### config.mk
export PLATFORM = sky130hd
export DESIGN_NAME = morse_display_sequencer
export DESIGN_NICKNAME = d
export VERILOG_FILES = /design/src/rtl/morse_pkg.sv /design/src/rtl/morse_digit_rom.sv /design/src/rtl/morse_display_sequencer.sv
export SDC_FILE = /design/constraint.sdc
export NUM_CORES = 1
export LEC_CHECK = 0
export BUFFER_PORTS_ARGS = -buffer_cell sky130_fd_sc_hd__buf_2
export CAP_MARGIN = 30
export CORE_ASPECT_RATIO = 1.25
export CORE_MARGIN = 2
export CORE_UTILIZATION = 51
export DETAILED_ROUTE_END_ITERATION = 10
export GPL_TIMING_DRIVEN = 0
export HOLD_SLACK_MARGIN = 0.05
export MAX_ROUTING_LAYER = met4
export PLACE_DENSITY = 0.68
export REMOVE_ABC_BUFFERS = 1
export SETUP_SLACK_MARGIN = 0.2
export SYNTH_ARGS = -nofsm -noshare
export SYNTH_HDL_FRONTEND = slang
export SYNTH_HIERARCHICAL = 1
export SYNTH_SLANG_ARGS = --single-unit
### constraint.sdc
create_clock -name clk -period 3.8 [get_ports clk]
set_clock_uncertainty 0.1 [all_clocks]
set_input_delay 0 -clock clk [delete_from_list [all_inputs] [get_ports clk]]
set_output_delay 0 -clock clk [all_outputs]
set_load 0.1 [all_outputs]
### src/rtl/morse_pkg.sv
// morse_pkg: glyphs, FSM state type and pattern width shared by the Morse display sequencer
package morse_pkg;
    localparam int PAT_W = 5;
    localparam logic [6:0] GLYPH_DOT   = 7'b0100011;
    localparam logic [6:0] GLYPH_DASH  = 7'b0111111;
    localparam logic [6:0] GLYPH_BLANK = 7'b1111111;
    localparam logic [6:0] GLYPH_ERR   = 7'b0000110;
    typedef enum logic [1:0] {S_IDLE, S_REVEAL, S_SHOW, S_BLANKED} state_t;
    function automatic logic [6:0] sym_glyph(input logic dash);
        return dash ? GLYPH_DASH : GLYPH_DOT;
    endfunction
endpackage

### src/rtl/morse_digit_rom.sv
// morse_digit_rom: digit to 5-symbol Morse pattern (bit 4 = first symbol, 1 = dash)
// Ports: digit in (4b); pattern out (5b); valid high for digits 0-9.
module morse_digit_rom
    import morse_pkg::*;
(
    input  logic [3:0]       digit,
    output logic [PAT_W-1:0] pattern,
    output logic             valid
);
    always_comb begin
        valid = digit <= 4'd9;
        case (digit)
            4'd0:    pattern = 5'b11111;
            4'd1:    pattern = 5'b01111;
            4'd2:    pattern = 5'b00111;
            4'd3:    pattern = 5'b00011;
            4'd4:    pattern = 5'b00001;
            4'd5:    pattern = 5'b00000;
            4'd6:    pattern = 5'b10000;
            4'd7:    pattern = 5'b11000;
            4'd8:    pattern = 5'b11100;
            4'd9:    pattern = 5'b11110;
            default: pattern = 5'b00000;
        endcase
    end
endmodule

### src/rtl/morse_display_sequencer.sv
// morse_display_sequencer: shows a digit as Morse glyphs on five 7-segment displays, instantly or symbol by symbol
// Ports: clk; rst (sync, active low); number/load/mode request a pattern;
//        timeout/logout_from_gamecontrol blank the displays; display4..display0 (display4 = first symbol);
//        busy high while revealing; done pulses when a pattern is fully shown.
module morse_display_sequencer
    import morse_pkg::*;
#(
    parameter int TICK_DIV       = 50_000_000,
    parameter bit SEG_ACTIVE_LOW = 1
) (
    input  logic       clk,
    input  logic       rst,
    input  logic [3:0] number,
    input  logic       load,
    input  logic       mode,
    input  logic       timeout,
    input  logic       logout_from_gamecontrol,
    output logic [6:0] display0,
    output logic [6:0] display1,
    output logic [6:0] display2,
    output logic [6:0] display3,
    output logic [6:0] display4,
    output logic       busy,
    output logic       done
);
    localparam int TW = TICK_DIV > 1 ? $clog2(TICK_DIV) : 1;
    localparam logic [TW-1:0] TICK_LAST = TW'(TICK_DIV - 1);
    // Glyphs are held active-low internally; the mask flips them for active-high panels.
    localparam logic [6:0] POL = SEG_ACTIVE_LOW ? 7'h00 : 7'h7f;

    state_t                 state, state_n;
    logic [PAT_W-1:0][6:0]  disp_q, disp_n;
    logic [TW-1:0]          tick_q, tick_n;
    logic [2:0]             rcnt_q, rcnt_n;
    logic [3:0]             digit_q, digit_n;
    logic                   busy_n, done_n;
    logic [3:0]             rom_in;
    logic [PAT_W-1:0]       rom_pat;
    logic                   rom_valid;
    logic [2:0]             idx;
    logic                   blank_req;

    // During a reveal the ROM reads the latched digit; otherwise it looks at the incoming number.
    assign rom_in    = state == S_REVEAL ? digit_q : number;
    assign idx       = 3'd4 - rcnt_q;
    assign blank_req = timeout | logout_from_gamecontrol;

    morse_digit_rom u_rom (
        .digit   (rom_in),
        .pattern (rom_pat),
        .valid   (rom_valid)
    );

    always_comb begin
        state_n = state;
        disp_n  = disp_q;
        tick_n  = tick_q;
        rcnt_n  = rcnt_q;
        digit_n = digit_q;
        busy_n  = 1'b0;
        done_n  = 1'b0;
        if (blank_req) begin
            state_n = S_BLANKED;
            disp_n  = {PAT_W{GLYPH_BLANK}};
            tick_n  = '0;
            rcnt_n  = '0;
        end else begin
            case (state)
                S_IDLE, S_SHOW: if (load) begin
                    digit_n = number;
                    if (!rom_valid) begin
                        disp_n  = {PAT_W{GLYPH_ERR}};
                        state_n = S_SHOW;
                        done_n  = 1'b1;
                    end else if (!mode) begin
                        for (int i = 0; i < PAT_W; i++) disp_n[i] = sym_glyph(rom_pat[i]);
                        state_n = S_SHOW;
                        done_n  = 1'b1;
                    end else begin
                        disp_n  = {PAT_W{GLYPH_BLANK}};
                        tick_n  = '0;
                        rcnt_n  = '0;
                        state_n = S_REVEAL;
                        busy_n  = 1'b1;
                    end
                end
                S_REVEAL: begin
                    busy_n = 1'b1;
                    if (tick_q == TICK_LAST) begin
                        tick_n      = '0;
                        rcnt_n      = rcnt_q + 3'd1;
                        disp_n[idx] = sym_glyph(rom_pat[idx]);
                        if (rcnt_q == 3'd4) begin
                            state_n = S_SHOW;
                            busy_n  = 1'b0;
                            done_n  = 1'b1;
                        end
                    end else begin
                        tick_n = tick_q + 1'b1;
                    end
                end
                default: state_n = S_IDLE;
            endcase
        end
    end

    always_ff @(posedge clk) begin
        if (!rst) begin
            state   <= S_IDLE;
            disp_q  <= {PAT_W{GLYPH_BLANK}};
            tick_q  <= '0;
            rcnt_q  <= '0;
            digit_q <= '0;
            busy    <= 1'b0;
            done    <= 1'b0;
        end else begin
            state   <= state_n;
            disp_q  <= disp_n;
            tick_q  <= tick_n;
            rcnt_q  <= rcnt_n;
            digit_q <= digit_n;
            busy    <= busy_n;
            done    <= done_n;
        end
    end

    assign display0 = disp_q[0] ^ POL;
    assign display1 = disp_q[1] ^ POL;
    assign display2 = disp_q[2] ^ POL;
    assign display3 = disp_q[3] ^ POL;
    assign display4 = disp_q[4] ^ POL;
endmodule

; ---- Word-level counts from Yosys, hierarchy flattened
; Memories as Yosys holds them, arrays and structs flattened.
; Index checks and enable logic that the tools add are counted.
[totals]
reg_bits = 72
inputBits = 10
mem_bits_ro = 80
memories = 1
out_inout_bits = 37
[memory_table]
columns = memory, words, width, rd, rd_ports_with_merged_regs, write_ports, line
row1 = (name not given), 16, 5, 1, 0, 0, morse_digit_rom.sv:12  ; case (digit)
[classes]
n_bitwise = 3
order_cmp = 3
reduce_logical = 10
addsub = 3
muxes = 46
eq_ne = 11
[ops]
columns = operator, count
row1 = $mux 35, 4
row2 = $mux 26, 4
row3 = $pmux 35 s2, 1
row4 = $pmux 26 s2, 1
row5 = $bwmux 35, 1
row6 = $mux 5, 6
row7 = $add 26x1->26 const B, 1
row8 = $eq 26x26->1 const B, 1
row9 = $demux 7 s3, 1
row10 = $mux 2, 6
row11 = $mux 3, 4
row12 = $mux 1, 11
row13 = $reduce_and 3->1, 3
row14 = $mux 7, 1
row15 = $ne 2x2->1 const B, 3
row16 = $ne 3x2->1 const B, 2
row17 = $pmux 3 s2, 1
row18 = $reduce_and 5->1, 1
row19 = $le 4x4->1 const B, 1
row20 = $lt 3x4->1 const B, 1
row21 = $mux 4, 1
row22 = $pmux 1 s2, 2
row23 = $pmux 2 s2, 1
row24 = $reduce_and 4->1, 1
row25 = other kinds (15), 17

; ---- Longest topological paths before layout
; Gate-level depths: netlist of the first run.
; An unclocked memory read counts as a cell.
[logic_depth]
ltp_word = 9
depth_mapped = 12
depth_no_buf = 9

; ---- Modules after synthesis
; Netlist of the first run, hierarchy kept.
[by_module_without_submodules]
columns = module, area_each_um2, cells_per_inst, seq_area_each_um2, instances
row1 = morse_display_sequencer, 3196.8, 385, 1241.2, 1
row2 = morse_digit_rom, 75.1, 12, 0.0, 1

; ---- Worst setup path after synthesis of the first run
; No wires, ideal clock.
[synth_path]
path_kind = flip-flop to flip-flop
from = register state[0]
to = register tick_q[10]
stages_incl_launch_ff = 12
setup_time_ns = 0.134
path_buffers = 4
required_ns = 3.566
slack_ns = 1.161
t_arrival_ns = 2.405
cell_sequence = dfxtp_1 nand2b_1 clkbuf_1 clkbuf_8 nand2_1 nand2_1 o21ai_0 clkbuf_1 nand4b_1 nand3_1 clkbuf_1 a31oi_1
[synth_between]
elab_chain_cells = 5
word_cells_on_any_way = 12
classes_between = 1 x order compare / 5 x eq/ne / 2 x mux / 4 x reduce/logical
[synth_rtl]
columns = element, line
row1 = start: declaration, morse_display_sequencer.sv:31  ; state_t state, state_n;
row2 = start signal: assignment, morse_display_sequencer.sv:117  ; state <= state_n;
row3 = $eq 2x1->1, morse_display_sequencer.sv:44  ; assign rom_in = state == S_REVEAL ? digit_q : number;
row4 = $mux 4, morse_display_sequencer.sv:44
row5 = via rom_in[1], morse_display_sequencer.sv:37  ; logic [3:0] rom_in;
row6 = $le 4x4->1, morse_digit_rom.sv:11  ; valid = digit <= 4'd9;
row7 = via rom_valid, morse_display_sequencer.sv:39  ; logic rom_valid;
row8 = $ne 2x2->1 (no source line), n/a
row9 = $reduce_and 4->1 (no source line), n/a
row10 = end signal: assignment, morse_display_sequencer.sv:119  ; tick_q <= tick_n;
row11 = end: declaration, morse_display_sequencer.sv:33  ; logic [TW-1:0] tick_q, tick_n;
; The timed path passes the listed nets, and every way through them passes these cells.
; A chain may end at the register's enable or synchronous reset.

; ---- Worst setup path after layout of the first run
[layout_path]
from = register state[0]
to = register tick_q[17]
; The elaborated chain is that of the path after synthesis.

==> results by group, run 1 <==
GRT
  • Largest net degree at the start of global routing: 25
  • Met3 Usage GRT: 5.39%
  • GR Overflow Total: 0
  • Initial antenna violation count: 0
  • First-pass GRT wire length: 13500 um
  • Vias in the first global route: 2932
  • M1 GR Usage: 29.3%
  • Gr usage total: 25.6%
  • Met2 Use GR: 42.8%
  • Most Crowded Layer GR: met2

Drt
  • WL/cell: 15.4 um
  • Routed Antenna Nets: 0
  • Via count: 3105
  • Final wirelength: 8170 um
  • Vias/cell: 5.84
  • Initial detailed-routing violation count: 220
  • DRT Pass-1 Iters: 5
  • DR DRC count: 0

Clocking
  • Clk_lat worst skew: 0.34 ns
  • Num CTS Buffers: 9
  • Reg clk slew, reported paths: 0.07 ns
  • CTS Buffer Depth: 2
  • CTS tree: yes
  • Root Buffer Master: clkbuf_8
  • H-tree lvl count: 3
  • Number of clock sinks: 62
  • Post-CTS Setup Repair Bufs: 0

Critical path
  • Worst path bufs/invs: 0
  • Crit path cell chain: nand2b_2 > nand2_1 > nand2_1 > o21ai_1 > nand4b_1 > nand2_1 > nor2_1 > a21oi_1 > o21ai_0
  • Worst r2r dst: tick_q[17]$_SDFFE_PP0P_
  • Worst reg2reg setup slack: 0.62 ns
  • Worst reg2reg startpoint: state[0]$_SDFFE_PN0P_
  • CP most frequent cell: nand2_1
  • Kind of critical path: reg -> reg
  • CP max stage cell: o21ai_1
  • CP peak stage delay: 0.49 ns
  • Critical path fanouts, max: 21
  • Crit end category: flip-flop
  • CP top delay family: simple AND/OR/NAND/NOR gates
  • Cell count of the worst reg-to-reg path: 9
  • Critical path launch point type: flip-flop
  • CP Data Arrival Time: 3.30 ns
  • Crit path required time: 3.93 ns

Placed design
  • DP Wirelength: 5650 um
  • Post-Place Setup Slack: 0.0983 ns
  • Cell Area, Placed: 0.00346 mm^2
  • RePlAce Congestion: 0.867
  • Port buffer count: 46

Layout
  • Sequential Area: 0.00124 mm^2
  • FILL cells: 552
  • Area of the multi-input gates: 0.00181 mm^2
  • Layout cells sized above 1: 18.1%
  • Fin area: 0.00379 mm^2
  • N_diodes: 0
  • Nets: 457
  • Post-layout utilization of the core: 61.1%
  • Area grow syn2layout: 16.0%

Timing
  • Slew HR: 47.9%
  • Final worst slack: 0.621 ns
  • RSZ-0062 raised after global routing: false
  • Fmax: 0.315 GHz
  • Slew Limit Fails: 0
  • Fin crit share: 83.6%
  • Final worst path period need: 3.18 ns
  • Final setup violation count: 0
  • Worst Tran Pin Value: 0.780 ns
  • Final Hold Viols: 0
  • Smallest hold slack: 0.150 ns

Synthesis
  • Cells after Synth: 397
  • Area contributors post-synth: dfxtp_1, a21oi_1, nand2_1, a31oi_1, nor2_1
  • Biggest area consumer among synthesized cells: dfxtp_1
  • Most frequent cell after synthesis: dfxtp_1
  • Synth cell types: 67
  • Cell Area, Synth: 0.00327 mm^2
  • Synth Flop Type: dfxtp_1
  • Synth warn: 6
  • Post-synth top cells: dfxtp_1, nand2_1, a21oi_1
  • FFs w/ async S/R, synth: 0%
  • Top-area cell type share of the netlist area: 37.9%
  • Avg Cell Area, Syn: 8.24 um^2
  • Post-synth EDFFs: 0
  • Seq/Total Area, Yosys: 37.9%
  • Register bit total from synthesis: 62

Floorplanning
  • Core Region: 0.00621 mm^2
  • Die H: 93.6 um
  • Initial Util: 52.7%
  • Die area: 0.00708 mm^2
  • Ports: 47
  • Rows: 32
  • Die width: 75.6 um

Pwr
  • PD cells: 368 mW/mm^2
  • Final Power: 1.40 mW
  • Static Leakage: 1.33 nW
  • Peak VDD IR: 0.235 mV

Run
  • Max cap viols: 0

Outcome
  • Outcome: finished, final reports clean

Min path
  • Hold EP: display2[4]$_SDFFE_PP1P_
  • Hold_sp: load
  • Hold Crit Class: in -> reg
  • Worst hold stages: 3
power breakdown:
group	internal, mW	switching [mW]
registers	0.658	0.00654
clock network	0.315	0.251
logic	0.0504	0.117
total	1.02	0.375
timing repair:
item / CTS / global route
hold endpoints to repair: 9 / 0
gates cloned: 0 / 0
setup endpoints to repair: 23 / 7
hold buffers: 14 / 0
gates resized for setup: 2 / 1
pin swaps: 0 / 1
tightest hold or removal path, stage by stage:
cell and delay, ns:
buf_2 0.11, nand2b_1 0.23, a311o_1 0.22
layer usage:
metal	part of all wire (%)	wire length (um)
met1	43	3520
met5	0	0
met3	4.2	344
met4	1.9	155
met2	51	4150
state kept, by name (all words and copies together) (netlist names), 2 cells and up:
signal,count
display0,5
display2,5
state,2
tick_q,26
digit_q,4
display3,5
rcnt_q,3
display4,5
display1,5
worst max-delay path by stage:
| stage | from | end | slack [ns] | cells after the start |
|---|---|---|---|---|
| 4_1_cts | state[0]$_SDFFE_PN0P_ | tick_q[20]$_SDFFE_PP0P_ | 0.40 | 9 |
| 2_1_floorplan | state[0]$_SDFFE_PN0P_ | tick_q[11]$_SDFFE_PP0P_ | 0.79 | 5 |
| 3_5_place_dp | state[0]$_SDFFE_PN0P_ | tick_q[19]$_SDFFE_PP0P_ | 0.1 | 8 |
| 6_report | state[0]$_SDFFE_PN0P_ | tick_q[17]$_SDFFE_PP0P_ | 0.62 | 9 |
| 3_3_place_gp | state[0]$_SDFFE_PN0P_ | tick_q[11]$_SDFFE_PP0P_ | -0.25 | 5 |
| 5_1_grt | state[0]$_SDFFE_PN0P_ | tick_q[17]$_SDFFE_PP0P_ | 0.28 | 9 |
layout make-up:
type	instances	area share, %
timing repair buffer	62	10.7
clock buffer	11	3.73
sequential	62	32.7
clock inverter	4	1.25
multi-input combinational	296	47.6
tap	85	2.80
inverter	12	1.19
cell families after synthesis:
logic type | share of synthesized area, %
muxes | 2.75
buffers and inverters | 7.15
DFF | 37.9
and+or+nand+nor | 27.3
adders and majority gates | 1.53
AOI/OAI and AO/OA | 22.8
xor gates and xnor gates | 0.535
layout by cell type (no fill, tap or decap), types with 10 or more instances in the layout:
cell,n
dfxtp_1,62
nand4_1,13
buf_2,46
nand3_1,19
a21oi_1,32
nand2_1,44
clkbuf_8,10
nor2_1,30
dlygate4sd3_1,14
a31oi_1,21
o21ai_0,17
inv_1,12
stage by stage:
| step | cells | TNS (ns) |
|---|---|---|
| after global routing | 532 | 0 |
| after floorplan | 370 | 0 |
| after detailed placement | 503 | 0 |
| after global placement | 501 | -2.13 |
| final | 532 | 0 |
| after CTS | 532 | 0 |
No activity file was read; power rests on OpenSTA's default activity.
==> run 2, diff against run 1 <==
--- a/config.mk
+++ b/config.mk
@@ -14,7 +14,7 @@
 export GPL_TIMING_DRIVEN = 0
 export HOLD_SLACK_MARGIN = 0.05
 export MAX_ROUTING_LAYER = met4
-export PLACE_DENSITY = 0.68
+export PLACE_DENSITY = 0.71
 export REMOVE_ABC_BUFFERS = 1
 export SETUP_SLACK_MARGIN = 0.2
 export SYNTH_ARGS = -nofsm -noshare
==> constraint.sdc (replaced) <==
create_clock -name clk -period 2.6 [get_ports clk]
set_clock_uncertainty 0.1 [all_clocks]
set_input_delay 0 -clock clk [delete_from_list [all_inputs] [get_ports clk]]
set_output_delay 0 -clock clk [all_outputs]
set_load 0.1 [all_outputs]
==> run 2 against run 1 <==
Effect of this change: utilization grew 4.9 points; non-clock buffer count grew 18; critical path depth shrank 3; first-iteration DRC count shrank 5.9%; count of clock-buffer cells in the layout shrank 2.
==> results by group, run 2 (synthesis results as in run 1) <==
Outcome
  • Outcome: finished, final reports clean

GRT
  • Vias in the first global route: 3090
  • Gr usage total: 26.4%
  • Initial antenna violation count: 0
  • Largest net degree at the start of global routing: 23
  • GR Overflow Total: 0
  • First-pass GRT wire length: 14000 um

Drt
  • Final wirelength: 8840 um
  • DRT Pass-1 Iters: 4
  • DR DRC count: 0
  • Via count: 3302
  • Initial detailed-routing violation count: 207
  • Routed Antenna Nets: 0
  • Vias/cell: 5.97
  • WL/cell: 16.0 um

Clocking
  • CTS Buffer Depth: 2
  • Root Buffer Master: clkbuf_8
  • Clk_lat worst skew: 0.36 ns
  • Num CTS Buffers: 9
  • Reg clk slew, reported paths: 0.08 ns
  • Number of clock sinks: 62
  • CTS tree: yes
  • H-tree lvl count: 3

Layout
  • Commonest non-fill, non-tap cell in the layout: dfxtp_1
  • N_diodes: 0
  • Nets: 477
  • Post-route insts no fill: 553
  • Area grow syn2layout: 25.2%
  • Layout cells sized above 1: 27.1%
  • Most frequent cells in the layout: dfxtp_1, buf_2, nand2_1
  • Max reg flops: 26
  • Top reg by flops: tick_q
  • FILL cells: 526

Timing
  • Slew Limit Fails: 0
  • Fin crit share: 92.5%
  • Smallest hold slack: 0.0515 ns
  • Worst Tran Pin Value: 0.953 ns
  • Slew HR: 36.2%
  • Final Hold Viols: 0
  • Fmax: 0.416 GHz
  • Final setup violation count: 0
  • RSZ-0062 raised after global routing: true
  • Final worst path period need: 2.40 ns

Floorplanning
  • Ports: 47
  • Core Region: 0.00621 mm^2
  • Die H: 93.6 um
  • Rows: 32
  • Initial Util: 52.7%
  • Die width: 75.6 um
  • Die area: 0.00708 mm^2

Pwr
  • Clock Power Share: 43.0%
  • Psw: 603 uW
  • Reg power frac: 44.4%
  • Combinational share of power: 12.6%
  • Static Leakage: 1.46 nW
  • Pint: 1.58 mW
  • Peak VDD IR: 0.305 mV
  • Switching Fraction: 27.6%
  • PD cells: 534 mW/mm^2

Critical path
  • CP max stage cell: or4_2
  • Worst path bufs/invs: 1
  • Crit path cell chain: or4_2 > nor4_4 > buf_4 > and2_4 > nand3_1 > a311o_1
  • CP Data Arrival Time: 2.55 ns
  • Kind of critical path: reg -> reg
  • Crit end category: flip-flop
  • Critical path launch point type: flip-flop
  • Worst reg2reg setup slack: 0.20 ns
  • CP peak stage delay: 0.72 ns
  • Critical path fanouts, max: 7
  • Crit path required time: 2.75 ns
  • CP top delay family: simple AND/OR/NAND/NOR gates

Placed design
  • Port buffer count: 46
  • RePlAce Congestion: 0.870
  • # placed instances: 502
  • DP Wirelength: 5530 um

Min path
  • Hold Crit Class: in -> reg

Run
  • Max cap viols: 0
run 2: changes by cell type in the layout (fill, tap and decap cells not counted), moves of 3 or more:
cell,previous run,this run
dfxtp_1,62,56
buf_4,1,21
nor3b_1,3,0
dfxtp_2,0,4
run 2: power by group through the flow:
| stage | registers [mW] | logic [mW] | clock network (mW) |
|---|---|---|---|
| final | 0.971 | 0.276 | 0.939 |
| after global routing | 0.972 | 0.300 | 0.982 |
| after CTS | 0.969 | 0.258 | 0.944 |
| after detailed placement | 0.992 | 0.223 | 0 |
| after global placement | 0.991 | 0.220 | 0 |
| after floorplan | 1.05 | 0.109 | 0 |
run 2: final cells by class:
cell class              instances  area [um^2]  area share [%]
multi-input cells             298         1960            47.7
clock buffers                   9          124            3.02
flip-flops and latches         62         1250            30.6
well taps                      85          106            2.60
inverters                      12         45.0            1.10
clock inverters                 7         88.8            2.17
repair buffers                 80          523            12.8
run 2: metrics by stage:
stage	setup slack, ns	utilization, %	area (um^2)	TNS, ns	power, mW
after detailed placement	-1.13	55.4	3440	-37.37	1.21
final	0.196	66.0	4100	0	2.19
after global routing	0.119	66.0	4100	0	2.25
after CTS	0.188	64.0	3970	0	2.17
after global placement	-1.44	55.1	3420	-40.19	1.21
after floorplan	-0.409	-	3080	-6.89	1.16
run 2: metal layers:
layer  routed length (um)  vias up  track usage, %
li1                     -     1594               -
met1                 3540     1579            29.5
met2                 4720      112            44.2
met3                  367       17            5.50
met4                  205        0            12.3
met5                    0        -               -
run 2: worst paths after layout:
kind,start,endpoint,depth (start not counted)
setup / recovery,tick_q[11]$_SDFFE_PP0P_,display2[4]$_SDFFE_PP1P_,6
hold / removal,timeout,rcnt_q[2]$_SDFFE_PP0P_,4
setup reg to reg,tick_q[11]$_SDFFE_PP0P_,display2[4]$_SDFFE_PP1P_,6
hold reg to reg,display1[1]$_SDFFE_PP1P_,display1[1]$_SDFFE_PP1P_,1
run 2: worst register-to-register path: cells and delay by family (launching register included):
family	cells	cell delay [ns]
AOI/OAI and AO/OA	1	0.37
buffers and inverters	1	0.18
DFF	1	0.37
and+or+nand+nor	4	1.30
run 2: timing repair:
action | in CTS | in global routing
pin swaps | 8 | 6
gates cloned | 0 | 2
gates resized for setup | 28 | 12
hold buffers | 12 | 0
hold endpoints to repair | 10 | 0
buffers inserted | 14 | 7
endpoints found under the setup margin | 53 | 53
